===== config.mk =====
export PLATFORM = sky130hd
export DESIGN_NAME = trdb_filter_ctrl
export DESIGN_NICKNAME = d
export VERILOG_FILES = /design/src/rtl/trdb_filter_ctrl.sv
export SDC_FILE = /design/constraint.sdc
export NUM_CORES = 1
export LEC_CHECK = 0
export ABC_CLOCK_PERIOD_IN_PS = 1200
export BUFFER_PORTS_ARGS = -buffer_cell sky130_fd_sc_hd__buf_2
export CAP_MARGIN = 20
export CELL_PAD_IN_SITES_DETAIL_PLACEMENT = 1
export CELL_PAD_IN_SITES_GLOBAL_PLACEMENT = 2
export CORE_ASPECT_RATIO = 0.8
export CORE_MARGIN = 2
export CORE_UTILIZATION = 27
export DETAILED_ROUTE_END_ITERATION = 6
export GPL_TIMING_DRIVEN = 0
export MAX_ROUTING_LAYER = met4
export PLACE_DENSITY = 0.92
export SYNTH_ARGS = -nofsm -noshare
export SYNTH_HDL_FRONTEND = slang
export SYNTH_SLANG_ARGS = --single-unit

===== constraint.sdc =====
create_clock -name clk_i -period 1.2 [get_ports clk_i]
set_input_delay 0 -clock clk_i [delete_from_list [all_inputs] [get_ports clk_i]]
set_output_delay 0 -clock clk_i [all_outputs]
set_load 0.02 [all_outputs]

===== src/rtl/trdb_filter_ctrl.sv =====
// Qualifies each retired instruction through NUM_CH comparator channels (filter/start/stop roles) and a start/stop window FSM.
// Latency: one cycle; all outputs are registered and reflect the instruction presented on the previous edge.
// Backpressure: none; a new instruction may be accepted every cycle and nothing ever stalls.
//
// Ports:
//   clk_i, rst_ni            clock and asynchronous active-low reset
//   trace_enable_i           global enable; low closes the window and clears the counter
//   valid_i                  one retired instruction this cycle
//   cause_i, tvec_i, tval_i, priv_lvl_i, iaddr_i   trace fields of that instruction
//   ch_field_i/ch_mode_i/ch_role_i/ch_lower_i/ch_upper_i   per-channel comparator configuration
//   stop_count_i             auto-close after this many qualified instructions (0 = never)
//   nc_qualified_o, qual_valid_o, window_open_o, qual_cnt_o   registered results
//
// Build option: define TRDB_FILTER_CNT_EN to include the qualified counter,
// its saturation and the stop_count_i auto-close. Without it qual_cnt_o is 0.
module trdb_filter_ctrl #(
  parameter int NUM_CH    = 4,
  parameter int CNT_W     = 16,
  parameter int XLEN      = 32,
  parameter int CAUSE_LEN = 5
) (
  input  logic                   clk_i,
  input  logic                   rst_ni,
  input  logic                   trace_enable_i,
  input  logic                   valid_i,
  input  logic [CAUSE_LEN-1:0]   cause_i,
  input  logic [XLEN-3:0]        tvec_i,
  input  logic [XLEN-1:0]        tval_i,
  input  logic [1:0]             priv_lvl_i,
  input  logic [XLEN-1:0]        iaddr_i,
  input  logic [NUM_CH*3-1:0]    ch_field_i,
  input  logic [NUM_CH*2-1:0]    ch_mode_i,
  input  logic [NUM_CH*2-1:0]    ch_role_i,
  input  logic [NUM_CH*XLEN-1:0] ch_lower_i,
  input  logic [NUM_CH*XLEN-1:0] ch_upper_i,
  input  logic [CNT_W-1:0]       stop_count_i,
  output logic                   nc_qualified_o,
  output logic                   qual_valid_o,
  output logic                   window_open_o,
  output logic [CNT_W-1:0]       qual_cnt_o
);

  localparam logic [1:0] ROLE_FILTER = 2'd1;
  localparam logic [1:0] ROLE_START  = 2'd2;
  localparam logic [1:0] ROLE_STOP   = 2'd3;

  typedef enum logic {CLOSED, OPEN} state_t;

  state_t state_q, state_d;

  // Normalised trace fields, all XLEN wide and compared unsigned.
  logic [XLEN-1:0] f_cause, f_tvec, f_priv;
  assign f_cause = XLEN'(cause_i);
  assign f_tvec  = {tvec_i, 2'b00};
  assign f_priv  = XLEN'(priv_lvl_i);

  // One comparator channel. Field selects 5..7 never hit. With lower > upper
  // the inclusive range is empty, so "inside" never hits and "outside" always does.
  function automatic logic ch_match(
    input logic [2:0]      sel,
    input logic [1:0]      mode,
    input logic [XLEN-1:0] lo,
    input logic [XLEN-1:0] up,
    input logic [XLEN-1:0] fc,
    input logic [XLEN-1:0] fv,
    input logic [XLEN-1:0] ft,
    input logic [XLEN-1:0] fp,
    input logic [XLEN-1:0] fa
  );
    logic [XLEN-1:0] f;
    logic            ok;
    logic            in_rng;
    logic            m;
    f  = '0;
    ok = 1'b1;
    case (sel)
      3'd0:    f = fc;
      3'd1:    f = fv;
      3'd2:    f = ft;
      3'd3:    f = fp;
      3'd4:    f = fa;
      default: ok = 1'b0;
    endcase
    in_rng = (f >= lo) && (f <= up);
    case (mode)
      2'd0:    m = (f == lo);
      2'd1:    m = in_rng;
      2'd2:    m = !in_rng;
      default: m = (((f ^ lo) & up) == '0);
    endcase
    return ok & m;
  endfunction

  logic filter_pass, start_any, stop_any, start_cfg;

  always_comb begin
    filter_pass = 1'b1;
    start_any   = 1'b0;
    stop_any    = 1'b0;
    start_cfg   = 1'b0;
    for (int c = 0; c < NUM_CH; c++) begin
      case (ch_role_i[c*2 +: 2])
        ROLE_FILTER: filter_pass = filter_pass &
                       ch_match(ch_field_i[c*3 +: 3], ch_mode_i[c*2 +: 2],
                                ch_lower_i[c*XLEN +: XLEN], ch_upper_i[c*XLEN +: XLEN],
                                f_cause, f_tvec, tval_i, f_priv, iaddr_i);
        ROLE_START: begin
          start_cfg = 1'b1;
          start_any = start_any |
                      ch_match(ch_field_i[c*3 +: 3], ch_mode_i[c*2 +: 2],
                               ch_lower_i[c*XLEN +: XLEN], ch_upper_i[c*XLEN +: XLEN],
                               f_cause, f_tvec, tval_i, f_priv, iaddr_i);
        end
        ROLE_STOP:   stop_any = stop_any |
                       ch_match(ch_field_i[c*3 +: 3], ch_mode_i[c*2 +: 2],
                                ch_lower_i[c*XLEN +: XLEN], ch_upper_i[c*XLEN +: XLEN],
                                f_cause, f_tvec, tval_i, f_priv, iaddr_i);
        default: ;
      endcase
    end
  end

  logic start_hit, stop_hit, in_window, qualified, open_take;

  assign start_hit = valid_i & start_any;
  assign stop_hit  = valid_i & stop_any;

  // Without any start channel the window is always open; otherwise the start
  // instruction itself is already in-window while the FSM is still CLOSED.
  assign in_window = !start_cfg || (state_q == OPEN) || start_hit;
  assign qualified = valid_i & trace_enable_i & in_window & filter_pass;

  // CLOSED -> OPEN transition requested this cycle (before auto-close).
  assign open_take = (state_q == CLOSED) && (!start_cfg || (start_hit && !stop_hit));

  logic auto_close;

`ifdef TRDB_FILTER_CNT_EN
  logic [CNT_W-1:0] cnt_q, cnt_base, cnt_inc;
  logic             cnt_upd;

  // Counting restarts from zero on the instruction that opens the window.
  assign cnt_base   = (state_q == OPEN) ? cnt_q : '0;
  assign cnt_inc    = (qualified && (cnt_base != '1)) ? cnt_base + CNT_W'(1) : cnt_base;
  assign cnt_upd    = (state_q == OPEN) || open_take;
  assign auto_close = qualified && (stop_count_i != '0) && (cnt_inc == stop_count_i);

  always_ff @(posedge clk_i or negedge rst_ni) begin
    if (!rst_ni) begin
      cnt_q <= '0;
    end else if (!trace_enable_i) begin
      cnt_q <= '0;
    end else if (cnt_upd) begin
      cnt_q <= cnt_inc;
    end
  end

  assign qual_cnt_o = cnt_q;
`else
  logic unused_stop_count;
  assign unused_stop_count = ^stop_count_i;
  assign auto_close        = 1'b0;
  assign qual_cnt_o        = '0;
`endif

  always_ff @(posedge clk_i or negedge rst_ni) begin
    if (!rst_ni) begin
      state_q <= CLOSED;
    end else begin
      state_q <= state_d;
    end
  end

  always_comb begin
    state_d = state_q;
    if (!trace_enable_i) begin
      state_d = CLOSED;
    end else if (!start_cfg) begin
      state_d = OPEN;
    end else begin
      case (state_q)
        // Start and stop on the same instruction leaves the window closed.
        CLOSED:  if (open_take && !auto_close) state_d = OPEN;
        OPEN:    if (stop_hit || auto_close)   state_d = CLOSED;
        default: state_d = CLOSED;
      endcase
    end
  end

  always_ff @(posedge clk_i or negedge rst_ni) begin
    if (!rst_ni) begin
      nc_qualified_o <= 1'b0;
      qual_valid_o   <= 1'b0;
    end else begin
      nc_qualified_o <= qualified;
      qual_valid_o   <= valid_i & trace_enable_i;
    end
  end

  assign window_open_o = (state_q == OPEN);

endmodule


After elaboration in Yosys (flattened, before gate mapping)

Index checks and enable logic that the tools add are counted.

Order comparisons: 24
Equality and inequality tests: 48
Reduce and logical (&&, ||, !) cells: 55
Bitwise operators: 51
Mux-type cells: 77

Operators by type and width:

| cell                                                | count |
|---|---|
| case mux 32 bit (5 select lines)                    | 4 |
| AND 32 bit                                          | 12 |
| equality test 32 bit                                | 12 |
| greater-or-equal comparator 32 bit                  | 12 |
| less-or-equal comparator 32 bit                     | 12 |
| logical NOT 32 bit                                  | 12 |
| 2-to-1 mux 32 bit                                   | 12 |
| bitwise XOR 32 bit                                  | 12 |
| 2-to-1 mux 1 bit                                    | 48 |
| case mux 1 bit (3 select lines)                     | 12 |
| equality test 2 bit, second input constant          | 12 |
| equality test 3 x 2 -> 1 bit, second input constant | 8 |
| AND 1 bit                                           | 20 |
| OR reduction 5 bit                                  | 4 |
| equality test 2 x 1 -> 1 bit, second input constant | 8 |
| logical AND 1 bit                                   | 14 |
| logical NOT 1 bit                                   | 14 |
| equality test 3 x 1 -> 1 bit, second input constant | 4 |
| equality test 3 bit, second input constant          | 4 |
| logical NOT 3 bit                                   | 4 |
| logical NOT 2 bit                                   | 4 |
| bitwise OR 1 bit                                    | 6 |
| logical OR 1 bit                                    | 3 |
| case mux 1 bit (2 select lines)                     | 1 |
| NOT 1 bit                                           | 1 |

Input bits: 405
Register bits: 3
Word-level logic and storage cells: 258

Longest topological paths before layout

Word-level depth: 25
Gate-level depth with buffers: 17

Least setup slack after synthesis

OpenSTA, ideal clock, no wires.

Path type: input port to flip-flop
Start point: input ch_field_i[2]
End point: register state_q (netlist: window_open_o)
Setup slack: -2,568 ps
Stages: 17
Setup time: 111 ps
Data arrival time: 3,657 ps
Required time: 1,089 ps
Cell sequence: clkbuf_1 -> nor2b_1 -> clkbuf_1 -> buf_1 -> a22oi_1 -> o21ai_0 -> ha_1 -> a21o_1 -> a21o_1 -> a221o_1 -> a2111oi_2 -> o22ai_1 -> o21bai_1 -> a21boi_1 -> o21a_1 -> and4_4 -> a2111oi_2

Cells in the longest elaborated chain, start to end: 25

RTL lines:

| what                                                           | line   | RTL |
|---|---|---|
| start, declared                                                | 31     | `input logic [NUM_CH*3-1:0] ch_field_i,` |
| equality test 3 bit (tied with other cells)                    | 76     | `case (sel)` |
| case mux 32 bit (5 select lines)                               | 76     |  |
| 2-to-1 mux 32 bit                                              | 102    | `case (ch_role_i[c*2 +: 2])` |
| greater-or-equal comparator 32 bit (tied with other cells)     | 84     | `in_rng = (f >= lo) && (f <= up);` |
| logical AND 1 bit / AND 32 bit (equally long branches)         | 84, 89 |  |
| logical NOT 1 bit / logical NOT 32 bit (equally long branches) | 88, 89 |  |
| case mux 1 bit (3 select lines)                                | 85     | `case (mode)` |
| 2-to-1 mux 1 bit                                               | 102    |  |
| [10 not listed]                                                | --     |  |
| logical AND 1 bit                                              | 134    | `assign open_take = (state_q == CLOSED) && (!start_cfg \|\| (start_hit && !stop_hit));` |
| logical OR 1 bit                                               | 134    |  |
| logical AND 1 bit                                              | 134    |  |
| 2-to-1 mux 1 bit                                               | 183    | `CLOSED: if (open_take && !auto_close) state_d = OPEN;` |
| case mux 1 bit (2 select lines) *                              | 181    | `case (state_q)` |
| 2-to-1 mux 1 bit *                                             | 178    | `end else if (!start_cfg) begin` |
| 2-to-1 mux 1 bit *                                             | 176    | `if (!trace_enable_i) begin` |
| named net state_d                                              | 49     | `state_t state_q, state_d;` |
| end signal, assigned                                           | 170    | `state_q <= state_d;` |
| end, declared                                                  | 49     |  |

Mark *: on every way through the listed nets, which the timed path passes. The rest lies on a longest branch. The select of a mux whose other input is x is not followed.

Final worst setup path

Start point: input ch_field_i[6]
End point: register state_q (netlist: window_open_o)

Cells in the longest elaborated chain, start to end: 22

RTL lines:

| what                                                           | line |
|---|---|
| equality test 3 bit (tied with other cells)                    | 76 |
| case mux 32 bit (5 select lines)                               | 76 |
| 2-to-1 mux 32 bit                                              | 102 |
| greater-or-equal comparator 32 bit (tied with other cells)     | 84 |
| logical AND 1 bit / AND 32 bit (equally long branches)         | 84, 89 |
| logical NOT 1 bit / logical NOT 32 bit (equally long branches) | 88, 89 |
| case mux 1 bit (3 select lines)                                | 85 |
| 2-to-1 mux 1 bit                                               | 102 |
| [7 not listed]                                                 | -- |
| logical AND 1 bit                                              | 134 |
| logical OR 1 bit                                               | 134 |
| logical AND 1 bit                                              | 134 |
| 2-to-1 mux 1 bit                                               | 183 |
| case mux 1 bit (2 select lines) *                              | 181 |
| 2-to-1 mux 1 bit *                                             | 178 |
| 2-to-1 mux 1 bit *                                             | 176 |
| named net state_d                                              | 49 |

Marked as above.

==> results.md <==
* Failing checks: setup timing
* RR Startpoint: window_open_o
* Leakage at 8.61 nW
* CTS tree: built
* First-pass GRT wire length at 93.3 mm
* Final WS setup at -2.14 ns
* Crit Path Category: in -> reg
* Post-synth top flop: dfrtp_1
* Vias post-DR at roughly 15000
* Worst path arrival time at between 3 and 4 ns
* Hold_ws at approximately 0.035 ns
* Root buf cell: clkbuf_16
* Starting Density at 27.2%
* Status: finished, violations left
* Comb pwr share at between 90% and 100%
* Final GP Congestion at 0.996
* Cell internal pwr at about 3.3 mW
* Clk_lat worst skew at between 0.2 and 0.25 ns
* Total track usage at between 20 and 30%
* Relative slew slack at between 40% and 50%
* RSZ-0062 raised after global routing: true
* Final period util at 279%
* Vias in the first global route at approximately 15000
* Synth cell types at 65
* Sw Share at a little under three fifths
* Antenna Nets Post-Route at 0
* Clk pwr share at roughly 7.4%
* Warnings, synthesis at 0
* Fraction of layout cells with a size suffix above 1 at a little under two fifths
* 1st-iter DRT viols at between 900 and 1000
* DR vias/cell at about 5.5
* Final hold viol count at 0
* Post-Syn Area per Cell at slightly below 7 um^2
* Worst Path Required at ~1.3 ns
* Detail Placement HPWL at about 57 mm
* Core area at between 40000 and 50000 um^2
* Global route total overflow at 0
* TritonCTS Buffers at 3
* Clk buf depth at 2
* Largest fanout on the critical path at 7
* Fmax achieved at 0.299 GHz
* Startpoint types: primary input
* Register area share after synthesis at less than 1%
* Max IR drop VDD at roughly 0.00035 V
* WHS Endpoint: qual_valid_o
* Hold path depth at 2
* Multi-input gate area at 11300 um^2
* Async SR Flop Fraction at 100%
* Row Count at 66
* Die H at between 150 and 200 um
* #FFs+latches synth at 3
* Worst-path clk slew at roughly 0.030 ns
* Hold Crit Class: in -> reg
* Post-synth EDFFs at 0
* Post-route DRC violation count at 0
* DIE AREA at 42400 um^2
* CP Capture Type: register
* Drt total wl at about 66 mm
* # nets final at around 2800
* FILL cells at 5100
* Clk sinks at 3
* Ports at around 420
* Syn Std Cell Area at between 10000 and 15000 um^2
* Worst R2R End: nc_qualified_o
* Die Wd at roughly 230 um
* Max cap viols at 0
* Reg2reg path depth at 3
* Number of antenna violations at the first check in global routing at 23
* Worst clock skew at ~0.0035 ns
* Number of I/O port buffers at roughly 380
* Power Total at ~7.3 mW
* Largest net degree at the start of global routing at 11
* Count of pins over their slew limit at 0
* Area Growth Syn to Fin at 49.9%
* H-Tree Level Count at 1
* Share of power burned in registers at approximately 1.6%
* Setup TNS at -4.23 ns
* Worst hold path startpoint: trace_enable_i
* Register area at about 75 um^2
* Minimum clock period at ~3.3 ns
* Sw Pwr at 4.03 mW
* Wire length per cell at 24.6 um
* Mapped Cells at roughly 1600
* R2R Setup Slk at roughly 0.02 ns
* Worst-Margin Slew at about 0.83 ns
* Util after Layout at 40.8%
* Power Density at 444 nW/um^2
* Pre-antenna DRT Iters at 5
* Final setup fails at 2
==> kinds of logic after synthesis <==
logic type,count (synthesis),synth area share [%]
AND/OR/NAND/NOR,399,17.6
flip-flops,3,0.682
adder cells (fa/ha/maj),313,35.6
multiplexers,21,1.92
other,1,0.0341
buffers and inverters,343,12.2
AO/OA/AOI/OAI,555,31.9
==> cell usage after synthesis, drive strengths merged (2+ instances only) <==
master	n	share of area, %
a21o	27	1.8
nor2	48	1.6
nor2b	24	1.4
o22a	4	0.32
or4	5	0.34
nand3	27	1.2
ha	313	36
and4	4	0.34
nand4b	2	0.30
or3	4	0.23
a311o	2	0.18
a221o	3	0.27
mux2i	20	1.8
o21ai	154	7.0
a2111o	2	0.20
o22ai	55	3.1
o211ai	14	1.0
a211oi	5	0.34
a21oi	122	5.5
o31ai	5	0.47
clkbuf	59	2.0
o21a	7	0.48
buf	21	1.3
inv	263	9.0
o311ai	2	0.23
nand2	177	6.0
a211o	3	0.24
a2111oi	5	0.51
nor4	12	0.74
a221oi	11	0.93
o221ai	3	0.24
a31oi	5	0.28
o21bai	7	0.48
nand4	59	3.4
a21boi	3	0.20
o31a	2	0.16
dfrtp	3	0.68
a22oi	108	7.4
nor3	17	0.77
and2	3	0.17
o2bb2ai	2	0.16
nand2b	5	0.28
nor3b	7	0.48
==> state kept, by name, summed over array words and instances (netlist names) <==
register        flops
window_open_o       1
nc_qualified_o      1
qual_valid_o        1
==> cells in the final DEF, fill, tap and decap left out, types with 6 or more instances in the layout <==
cell	count
a21o_1	27
a21oi_1	113
a21oi_2	8
a221oi_1	8
a22oi_1	55
a22oi_2	53
buf_12	6
buf_2	380
buf_4	85
buf_6	8
clkbuf_16	11
clkbuf_2	12
clkbuf_4	7
clkbuf_8	14
conb_1	16
diode_2	23
ha_1	280
ha_4	32
inv_1	263
mux2i_1	20
nand2_1	176
nand3_1	26
nand4_1	59
nor2_1	48
nor2b_1	17
nor2b_4	6
nor3_1	11
nor4_1	6
o211ai_1	13
o21a_1	6
o21ai_0	37
o21ai_1	25
o21ai_2	70
o21ai_4	22
o21bai_1	7
o22ai_1	54
==> metal layers <==
layer	track usage, %	wire [um]	part of all wire, %	up-vias
met3	4.21	4290	6.5	70
met1	38.8	29500	45	7215
met2	49.3	30500	46	536
li1	-	-	-	6882
met5	-	0	0	-
met4	5.26	1410	2.1	0
==> how the worst max path moves through the flow <==
stage	cells past startpoint	startpoint	to	slack, ns
floorplan	17	ch_field_i[0]	window_open_o	-1.90
global placement	15	ch_field_i[10]	nc_qualified_o	-3.13
detailed placement	16	ch_field_i[3]	nc_qualified_o	-3.20
CTS	17	ch_field_i[6]	nc_qualified_o	-2.11
global route	17	ch_field_i[2]	window_open_o	-2.27
finish	19	ch_field_i[6]	window_open_o	-2.14
==> power by group through the flow <==
stage          registers (mW)  clock network [mW]  logic [mW]
6_report                0.114               0.541        6.66
3_3_place_gp            0.113                   0        5.29
4_1_cts                 0.113               0.537        6.11
3_5_place_dp            0.114                   0        5.45
2_1_floorplan           0.122                   0        3.08
5_1_grt                 0.114               0.554        7.19
==> worst max-delay path: stages <==
cell and delay [ns]:
clkbuf_16 0.14, nor2b_4 0.13, buf_12 0.14, clkbuf_16 0.16, a21oi_2 0.14, o21ai_1 0.10, buf_4 0.20, ha_4 0.28
nand4_1 0.23, a2111o_1 0.46, o211ai_1 0.17, a21oi_2 0.11, buf_4 0.14, a21oi_2 0.15, o311ai_4 0.12, buf_4 0.17
nand3_2 0.05, o211ai_1 0.16, a2111oi_4 0.39
==> cell type report <==
type / instances / share of cell area [%]
inverters: 263 / 5.98
multi-input cells: 1304 / 68.5
clock buffers: 4 / 0.478
well taps: 544 / 4.13
diodes: 23 / 0.349
plain buffers: 74 / 4.84
flip-flops and latches: 3 / 0.455
repair buffers: 450 / 15.2
==> per-stage QoR <==
| step | area, um^2 | worst slack [ns] | instances |
|---|---|---|---|
| 3_5_place_dp | 14000 | -3.20 | 2575 |
| 2_1_floorplan | 11500 | -1.90 | 1650 |
| 5_1_grt | 16500 | -2.27 | 2663 |
| 6_report | 16500 | -2.14 | 2665 |
| 4_1_cts | 15600 | -2.11 | 2614 |
| 3_3_place_gp | 14000 | -3.13 | 2573 |
==> timing repair <==
item | in CTS | in global routing
pin swaps | 89 | 88
setup endpoints to repair | 2 | 2
gates resized for setup | 296 | 131
hold buffers | 1 | 0
setup buffers | 35 | 29
cloned | 2 | 2
hold endpoints to repair | 3 | 0
No activity file was read; power rests on OpenSTA's default activity.
